==> src/rtl/alu_sequencer.sv <==
// alu_sequencer: decodes the 8-bit ALU group and LD r,n8, sequences the
// external ALU and writes result/flags back to the internal register file.
package gate_boy_pkg;
  localparam int DATA_WIDTH = 8;
  localparam int FLAG_WIDTH = 8;
  typedef enum logic [2:0] {
    ADD, ADC, SUB, SBC, AND, XOR, OR, CP
  } instruction_t;
endpackage

module alu_sequencer
  import gate_boy_pkg::*;
#(
  parameter int ALU_LATENCY = 1
) (
  input  logic                  clk,
  input  logic                  rst,
  alu_sequencer_if.slave        bus,
  output logic [DATA_WIDTH-1:0] alu_a,
  output logic [DATA_WIDTH-1:0] alu_b,
  output instruction_t          alu_op,
  input  logic [DATA_WIDTH-1:0] alu_result,
  input  logic [FLAG_WIDTH-1:0] alu_flags,
  output logic [DATA_WIDTH-1:0] reg_a,
  output logic [FLAG_WIDTH-1:0] reg_f,
  output logic                  busy,
  output logic                  illegal
);

  typedef enum logic [2:0] {
    S_FETCH, S_FETCH_IMM, S_MEM_RD, S_EXEC, S_WAIT, S_WB
  } state_t;

  localparam logic [7:0] LAT_M1 = 8'(ALU_LATENCY - 1);

  // Index 6 holds F, so register codes map directly (7 = A).
  state_t          r_state;
  logic [7:0]      r_rf [8];
  logic            r_ready;
  logic            r_req;
  logic            r_busy;
  logic            r_illegal;
  logic            r_ld;
  logic [2:0]      r_dst;
  instruction_t    r_op;
  logic [15:0]     r_addr;
  logic [7:0]      r_alu_a;
  logic [7:0]      r_alu_b;
  instruction_t    r_alu_op;
  logic [7:0]      r_cnt;

  logic       w_take;
  logic [7:0] w_byte;
  logic       w_grp;
  logic       w_imm;
  logic       w_ldi;
  logic       w_unused;

  assign w_byte = bus.instr_data;
  assign w_take = bus.instr_valid && r_ready;
  assign w_grp  = (w_byte[7:6] == 2'b10);
  assign w_imm  = (w_byte[7:6] == 2'b11) &&
                  (w_byte[2:0] == 3'b110);
  assign w_ldi  = (w_byte[7:6] == 2'b00) &&
                  (w_byte[2:0] == 3'b110) &&
                  (w_byte[5:3] != 3'd6);
  assign w_unused = ^alu_flags[3:0];

  always_ff @(posedge clk) begin
    if (rst) begin
      r_state   <= S_FETCH;
      for (int i = 0; i < 8; i++) r_rf[i] <= '0;
      r_ready   <= 1'b1;
      r_req     <= 1'b0;
      r_busy    <= 1'b0;
      r_illegal <= 1'b0;
      r_ld      <= 1'b0;
      r_dst     <= '0;
      r_op      <= ADD;
      r_addr    <= '0;
      r_alu_a   <= '0;
      r_alu_b   <= '0;
      r_alu_op  <= ADD;
      r_cnt     <= '0;
    end else begin
      r_illegal <= 1'b0;
      unique case (r_state)
        S_FETCH: begin
          if (w_take) begin
            unique case (1'b1)
              w_grp: begin
                r_op   <= instruction_t'(w_byte[5:3]);
                r_busy <= 1'b1;
                r_ready <= 1'b0;
                if (w_byte[2:0] == 3'd6) begin
                  r_req   <= 1'b1;
                  r_addr  <= {r_rf[4], r_rf[5]};
                  r_state <= S_MEM_RD;
                end else begin
                  r_alu_a  <= r_rf[7];
                  r_alu_b  <= r_rf[w_byte[2:0]];
                  r_alu_op <= instruction_t'(w_byte[5:3]);
                  r_state  <= S_EXEC;
                end
              end
              w_imm: begin
                r_op    <= instruction_t'(w_byte[5:3]);
                r_ld    <= 1'b0;
                r_busy  <= 1'b1;
                r_state <= S_FETCH_IMM;
              end
              w_ldi: begin
                r_dst   <= w_byte[5:3];
                r_ld    <= 1'b1;
                r_busy  <= 1'b1;
                r_state <= S_FETCH_IMM;
              end
              default: r_illegal <= 1'b1;
            endcase
          end
        end
        S_FETCH_IMM: begin
          if (w_take) begin
            if (r_ld) begin
              r_rf[r_dst] <= w_byte;
              r_busy      <= 1'b0;
              r_state     <= S_FETCH;
            end else begin
              r_alu_a  <= r_rf[7];
              r_alu_b  <= w_byte;
              r_alu_op <= r_op;
              r_ready  <= 1'b0;
              r_state  <= S_EXEC;
            end
          end
        end
        S_MEM_RD: begin
          if (bus.mem_rd_valid) begin
            r_req    <= 1'b0;
            r_alu_a  <= r_rf[7];
            r_alu_b  <= bus.mem_rd_data;
            r_alu_op <= r_op;
            r_state  <= S_EXEC;
          end
        end
        S_EXEC: begin
          r_cnt   <= LAT_M1;
          r_state <= S_WAIT;
        end
        S_WAIT: begin
          if (r_cnt == 8'd0) r_state <= S_WB;
          else r_cnt <= r_cnt - 8'd1;
        end
        S_WB: begin
          r_rf[6] <= {alu_flags[7:4], 4'b0000};
          if (r_alu_op != CP) r_rf[7] <= alu_result;
          r_ready <= 1'b1;
          r_busy  <= 1'b0;
          r_state <= S_FETCH;
        end
        default: r_state <= S_FETCH;
      endcase
    end
  end

  assign bus.instr_ready = r_ready;
  assign bus.mem_rd_req  = r_req;
  assign bus.mem_addr    = r_addr;
  assign alu_a   = r_alu_a;
  assign alu_b   = r_alu_b;
  assign alu_op  = r_alu_op;
  assign reg_a   = r_rf[7];
  assign reg_f   = r_rf[6];
  assign busy    = r_busy;
  assign illegal = r_illegal;

endmodule

==> src/rtl/alu_sequencer_if.sv <==
// alu_sequencer_if: instruction byte stream and (HL) memory read handshake
// between the alu_sequencer (slave) and its environment (master).
interface alu_sequencer_if;
  logic        instr_valid;
  logic        instr_ready;
  logic [7:0]  instr_data;
  logic        mem_rd_req;
  logic [15:0] mem_addr;
  logic        mem_rd_valid;
  logic [7:0]  mem_rd_data;

  modport master (
    output instr_valid,
    output instr_data,
    input  instr_ready,
    input  mem_rd_req,
    input  mem_addr,
    output mem_rd_valid,
    output mem_rd_data
  );

  modport slave (
    input  instr_valid,
    input  instr_data,
    output instr_ready,
    output mem_rd_req,
    output mem_addr,
    input  mem_rd_valid,
    input  mem_rd_data
  );
endinterface

==> src/flat_wrapper.sv <==
// flat-port wrapper written by rule: the top's interface ports become plain ports
module alu_sequencer_flat import gate_boy_pkg::*;
#(
  parameter int ALU_LATENCY = 1
)
  (clk, rst, alu_a, alu_b, alu_op, alu_result, alu_flags, reg_a, reg_f, busy, illegal, bus_instr_valid, bus_instr_data, bus_instr_ready, bus_mem_rd_req, bus_mem_addr, bus_mem_rd_valid, bus_mem_rd_data);
  alu_sequencer_if bus_i ();
  input  logic clk;
  input  logic rst;
  output logic [DATA_WIDTH-1:0] alu_a;
  output logic [DATA_WIDTH-1:0] alu_b;
  output instruction_t alu_op;
  input  logic [DATA_WIDTH-1:0] alu_result;
  input  logic [FLAG_WIDTH-1:0] alu_flags;
  output logic [DATA_WIDTH-1:0] reg_a;
  output logic [FLAG_WIDTH-1:0] reg_f;
  output logic busy;
  output logic illegal;
  input wire logic [$bits(bus_i.instr_valid)-1:0] bus_instr_valid;
  input wire logic [$bits(bus_i.instr_data)-1:0] bus_instr_data;
  output wire logic [$bits(bus_i.instr_ready)-1:0] bus_instr_ready;
  output wire logic [$bits(bus_i.mem_rd_req)-1:0] bus_mem_rd_req;
  output wire logic [$bits(bus_i.mem_addr)-1:0] bus_mem_addr;
  input wire logic [$bits(bus_i.mem_rd_valid)-1:0] bus_mem_rd_valid;
  input wire logic [$bits(bus_i.mem_rd_data)-1:0] bus_mem_rd_data;
  assign bus_i.instr_valid = bus_instr_valid;
  assign bus_i.instr_data = bus_instr_data;
  assign bus_instr_ready = bus_i.instr_ready;
  assign bus_mem_rd_req = bus_i.mem_rd_req;
  assign bus_mem_addr = bus_i.mem_addr;
  assign bus_i.mem_rd_valid = bus_mem_rd_valid;
  assign bus_i.mem_rd_data = bus_mem_rd_data;
  alu_sequencer #(.ALU_LATENCY(ALU_LATENCY)) u_core (.clk(clk), .rst(rst), .bus(bus_i), .alu_a(alu_a), .alu_b(alu_b), .alu_op(alu_op), .alu_result(alu_result), .alu_flags(alu_flags), .reg_a(reg_a), .reg_f(reg_f), .busy(busy), .illegal(illegal));
endmodule
==> config.mk <==
export PLATFORM = sky130hd
export DESIGN_NAME = alu_sequencer_flat
export DESIGN_NICKNAME = d
export VERILOG_FILES = /design/src/rtl/alu_sequencer.sv /design/src/rtl/alu_sequencer_if.sv /design/src/flat_wrapper.sv
export SDC_FILE = /design/constraint.sdc
export NUM_CORES = 1
export LEC_CHECK = 0
export CAP_MARGIN = 20
export CORE_ASPECT_RATIO = 0.5
export CORE_UTILIZATION = 48
export DETAILED_ROUTE_END_ITERATION = 12
export GPL_ROUTABILITY_DRIVEN = 0
export PLACE_DENSITY = 0.73
export SYNTH_ARGS = -nofsm -noshare
export SYNTH_HDL_FRONTEND = slang
export SYNTH_SLANG_ARGS = --single-unit
==> constraint.sdc <==
create_clock -name clk -period 2.4 [get_ports clk]
set_clock_uncertainty 0.05 [all_clocks]
set_input_delay 0.6 -clock clk [delete_from_list [all_inputs] [get_ports clk]]
set_output_delay 0.6 -clock clk [all_outputs]
set_load 0.01 [all_outputs]
==> Yosys cells after proc, flatten, opt, wreduce, memory -nomap -nowiden <==
Memories as Yosys holds them, arrays and structs flattened. A register that Yosys moved wholly into a read port is not among the register bits.
Index checks and enable logic that the tools add are counted.
{ "op_classes": {"add_sub_neg": 1, "eq_ne": 22, "mux": 67, "n_bitwise": 4, "reduce_logical": 27} }
{ "ops": {"columns": ["operator", "count"], "rows": [
  ["8-bit two-way mux", 16],
  ["8-bit case mux with 3 select lines", 2],
  ["3-bit two-way mux", 11],
  ["1-bit two-way mux", 29],
  ["5-bit AND reduction", 4],
  ["8-bit case mux with 2 select lines", 1],
  ["3-bit case mux with 5 select lines", 1],
  ["2-bit by 1-bit != test with 1-bit output (second input constant)", 6],
  ["2-bit != test (second input constant)", 5],
  ["3-bit == test (second input constant)", 3],
  ["3-bit case mux with 3 select lines", 1],
  ["3-bit AND reduction", 3],
  ["8-bit logical NOT", 1],
  ["8-bit OR reduction", 1],
  ["8-bit by 1-bit subtractor with 8-bit output (second input constant)", 1],
  ["7-bit AND reduction", 1],
  ["3-bit by 2-bit == test with 1-bit output (second input constant)", 2],
  ["3-bit != test (second input constant)", 2],
  ["1-bit case mux with 3 select lines", 2],
  ["3-bit case mux with 2 select lines", 1],
  ["2-bit nonzero test", 3],
  ["3-bit nonzero test", 2],
  ["3-bit OR reduction", 2],
  ["2-bit == test (second input constant)", 2],
  ["12 further kinds", 19]
]} }
{ "word_totals": {"ff_bits": 41, "mem_bits_rw": 64, "input_bits": 36, "word_cells": 134, "mem_count": 1} }
{ "mem_list": {"columns": ["memory", "words", "width", "rd", "rd_ports_with_merged_regs", "write_ports", "line_no", "text"], "rows": [
  ["u_core.r_rf", 8, 8, 5, 2, 8, "alu_sequencer.sv:38", "logic [7:0] r_rf [8];"]
]} }

==> Longest topological paths before layout <==
{ "logic_depth": {"word_depth": 7, "depth_mapped": 8, "depth_no_buf": 6} }

==> Worst setup path before layout <==
Ideal clock, no wire load.
{ "synth_timing": {"path_type": "input-to-reg", "startpoint": "input rst", "endpoint": "memory u_core.r_rf[6][0], enable pin", "setup_ns": 0.384, "t_arrival_ns": 1.926, "required_ns": 1.966, "path_slack_ns": 0.040, "path_stages": 4, "path_cell_list": "clkbuf_1 > nor4_1 > nand2_1 > o21ai_0"} }
{ "synth_lines": {"columns": ["element", "line_no", "text"], "rows": [
  ["from (decl)", "flat_wrapper.sv:9", "input logic rst;"],
  ["to (decl)", "alu_sequencer.sv:38", null]
]} }

==> Worst setup path in the final report <==
{ "layout_timing": {"startpoint": "input bus_instr_data[0]", "endpoint": "register u_core.r_dst[0]"} }
{ "layout_via": {"elab_chain_len": 4} }
{ "layout_rtl": {"columns": ["element", "line_no", "text"], "rows": [
  ["from (decl)", "flat_wrapper.sv:20", "input wire logic [$bits(bus_i.instr_data)-1:0] bus_instr_data;"],
  ["3-bit == test", "alu_sequencer.sv:65", "(w_byte[2:0] == 3'b110) &&"],
  ["1-bit logical AND", "alu_sequencer.sv:64", "assign w_ldi = (w_byte[7:6] == 2'b00) &&"],
  ["1-bit logical AND", "alu_sequencer.sv:65", null],
  ["3-bit AND reduction (no line)", null, null],
  ["to (signal assigned)", "alu_sequencer.sv:113", "r_dst <= w_byte[5:3];"],
  ["to (decl)", "alu_sequencer.sv:44", "logic [2:0] r_dst;"]
]} }
Every way passes these cells.
A chain may end at the register's enable or synchronous reset.

==> results.py <==
metrics = {
    "run_status": {
        "status": "complete, no violations",
    },
    "place": {
        "io_buffers": 86,
        "dp_hpwl_um": 10400,
        "dp.cells": 754,
        "dpl_cell_area_um2": 6870,
    },
    "yosys": {
        "ys_ff_latch": 121,
        "ys_warn_count": 0,
        "synth_area_leader_cell": "edfxtp_1",
        "synth.avg_cell_area_um2": 10.9,
        "syn_inst": 511,
        "synth_edf_count": 64,
        "synth_top_area_share_pct": 34.5,
        "netlist-cell-type-count": 53,
        "synth.yosys.seq_area_share_pct": 54.9,
        "synth_area_leaders": "edfxtp_1 34%, dfxtp_1 20%, and2_1 6.2%",
        "syn_area_um2": 5580,
        "async_flop_share_pct": 0,
        "ys.flop_type": "edfxtp_1",
        "synth_nets": 549,
    },
    "timing": {
        "fmax_mhz": 442,
        "worstMarginPinSlew_ns": 0.614,
        "hold_viol_final": 0,
        "min_period_ns": 2.26,
        "fin_crit_sh_pct": 94.3,
        "setup_viol": 0,
        "slew_viol_final": 0,
        "fin_tns_setup_ns": 0,
        "rsz0062_at_grt": "no",
        "slew_headroom_pct": 59.1,
    },
    "floorplan": {
        "die_h_um": 78.2,
        "core_um2": 11100,
        "initial_core_util_pct": 50.0,
        "design.die.area_um2": 12100,
        "die_w_um": 154,
        "row_count": 27,
        "pin_count": 91,
    },
    "cts": {
        "clk_latency_ns": 0.42,
        "cts_resized": 0,
        "numClockSinks": 121,
        "cts_buffers": 17,
        "cts_tree": "yes",
        "hold_buffers": 0,
        "post-cts-setup-buffer-count": 0,
        "path_clk_slew_ns": 0.06,
        "cts_max_level": 4,
        "root_buffer": "clkbuf_16",
        "clk_path_buf_depth": 2,
    },
    "setup_path": {
        "required_ns": 2.63,
        "end_kind": "register",
        "cpPeakStageDelay_ns": 0.45,
        "cp_cell_sequence": "clkdlybuf4s50_1 -> buf_12 -> nand3b_1 -> nor4_2 -> buf_4 -> and3b_1 -> mux2i_1 -> nor2_1",
        "crit_fanout": 21,
        "worstPathArrival_ns": 2.50,
        "crit_path_start_kind": "input port",
        "worst_path_max_delay_cell": "clkdlybuf4s50_1",
        "path_class": "input port to register",
    },
    "layout": {
        "design_area_um2": 7520,
        "fin_cells": 786,
        "fin_nets": 666,
        "fillCellCount": 841,
        "syn_to_final_growth_pct": 35.0,
        "layout_commonest_cell": "clkdlybuf4s50_1",
        "final_cell_mix": "85 x clkdlybuf4s50_1, 64 x edfxtp_1, 58 x nand2_1",
        "fin_util_pct": 67.5,
        "drive_gt1_share_pct": 18.1,
        "n_antenna_cell": 0,
    },
    "power": {
        "powerDensity_nw_per_um2": 872,
        "p_leak_nw": 2.78,
        "ir_drop_mv": 0.446,
        "power_w": 0.00656,
    },
    "routing": {
        "drt_pre_antenna_iters": 8,
        "antenna_left": 0,
        "vias": 4434,
        "drtIter0Drc": 299,
        "routedWlPerCell_um": 18.8,
        "viasPerCell": 5.64,
        "wl_um": 14800,
        "drc": 0,
    },
    "grt": {
        "grtUsageTotal_pct": 25.8,
        "first_global_vias": 4193,
        "grt_max_degree": 42,
        "globalRouteOverflowTotal": 0,
        "grt_pass1_wl_um": 22900,
        "antenna_found_initial": 0,
    },
    "hold_path": {
        "hp-class": "register to register",
    },
    "flow_run": {
        "max_cap_violations": 0,
    },
}
[worst paths after layout]
check	startpoint	end	slack (ns)	cells past startpoint
max	bus_instr_data[0]	u_core.r_dst[0]	0.14	8
min	u_core.alu_a[6]	u_core.alu_a[6]	0.40	2
max reg2reg	u_core.r_state[2]	u_core.r_rf[7][4]	0.37	5
min reg2reg	u_core.alu_a[6]	u_core.alu_a[6]	0.40	2
[layer usage]
| metal | vias up | wire length, um | GRT usage [%] |
|---|---|---|---|
| li1 | 2086 | - | - |
| met1 | 2136 | 6820 | 36.2 |
| met2 | 181 | 6460 | 37.9 |
| met3 | 31 | 1170 | 6.63 |
| met4 | 0 | 357 | 10.7 |
| met5 | - | 0 | 0 |
[cells in the mapped netlist, drive strengths merged (3+ instances only)]
| master | instances |
|---|---|
| nor2b | 5 |
| nand3 | 4 |
| nor4 | 4 |
| nor2 | 43 |
| buf | 10 |
| a211oi | 11 |
| nand2 | 58 |
| clkbuf | 27 |
| a221oi | 4 |
| a22o | 12 |
| a21oi | 40 |
| o211ai | 3 |
| and2 | 55 |
| inv | 6 |
| mux4 | 15 |
| xor2 | 5 |
| o31ai | 3 |
| edfxtp | 64 |
| o22ai | 4 |
| or2 | 8 |
| nand2b | 7 |
| dfxtp | 57 |
| nor3 | 12 |
| mux2i | 16 |
| a22oi | 5 |
| o21ai | 11 |
[metrics by stage]
step	hold WS, ns	setup slack, ns
3_5_place_dp	0.397	-0.254
2_1_floorplan	0.414	0.0400
3_3_place_gp	0.395	-0.236
5_1_grt	0.430	0.00271
4_1_cts	0.405	0.145
6_report	0.403	0.137
[where the power goes]
group          leakage (nW)  internal [W]  switching (W)
Sequential             1.12       0.00234      0.0000957
Clock                 0.310       0.00188       0.000968
Combinational          1.35      0.000604       0.000674
[sequential cells by signal, indices dropped and copies added, names as in the netlist]
| signal | count |
|---|---|
| u_core.r_state | 3 |
| u_core.r_dst | 3 |
| u_core.alu_b | 8 |
| u_core.r_rf | 64 |
| u_core.bus.instr_ready | 1 |
| u_core.bus.mem_rd_req | 1 |
| u_core.alu_a | 8 |
| u_core.alu_op | 3 |
| bus_mem_addr | 16 |
| u_core.busy | 1 |
| u_core.illegal | 1 |
| u_core.r_op | 3 |
| u_core.r_cnt | 8 |
| u_core.r_ld | 1 |
[cell type report]
type	instances	area, um2	area share [%]
clock buffers	19	443	5.89
clock inverters	13	216	2.88
inverters	6	22.5	0.299
multi-input cells	347	2320	30.9
flip-flops and latches	121	3060	40.7
well taps	145	181	2.41
repair buffers	135	1270	16.9
[critical path, delay by kind of cell]
family,cells,cell delay [ns]
mux,1,0.24
buf+inv,3,0.79
simple gates,4,0.86
[cells by family (layout without fill, tap and decap cells)]
logic type	after synthesis	count (layout)	share of synthesized area (%)
simple gates	205	205	18.7
flops	121	121	54.9
compound gates	102	102	12.4
buf+inv	43	173	3.37
mux	33	33	9.34
xor+xnor	5	5	0.785
fa+ha+maj	2	2	0.449
No activity file was read; power rests on OpenSTA's default activity.
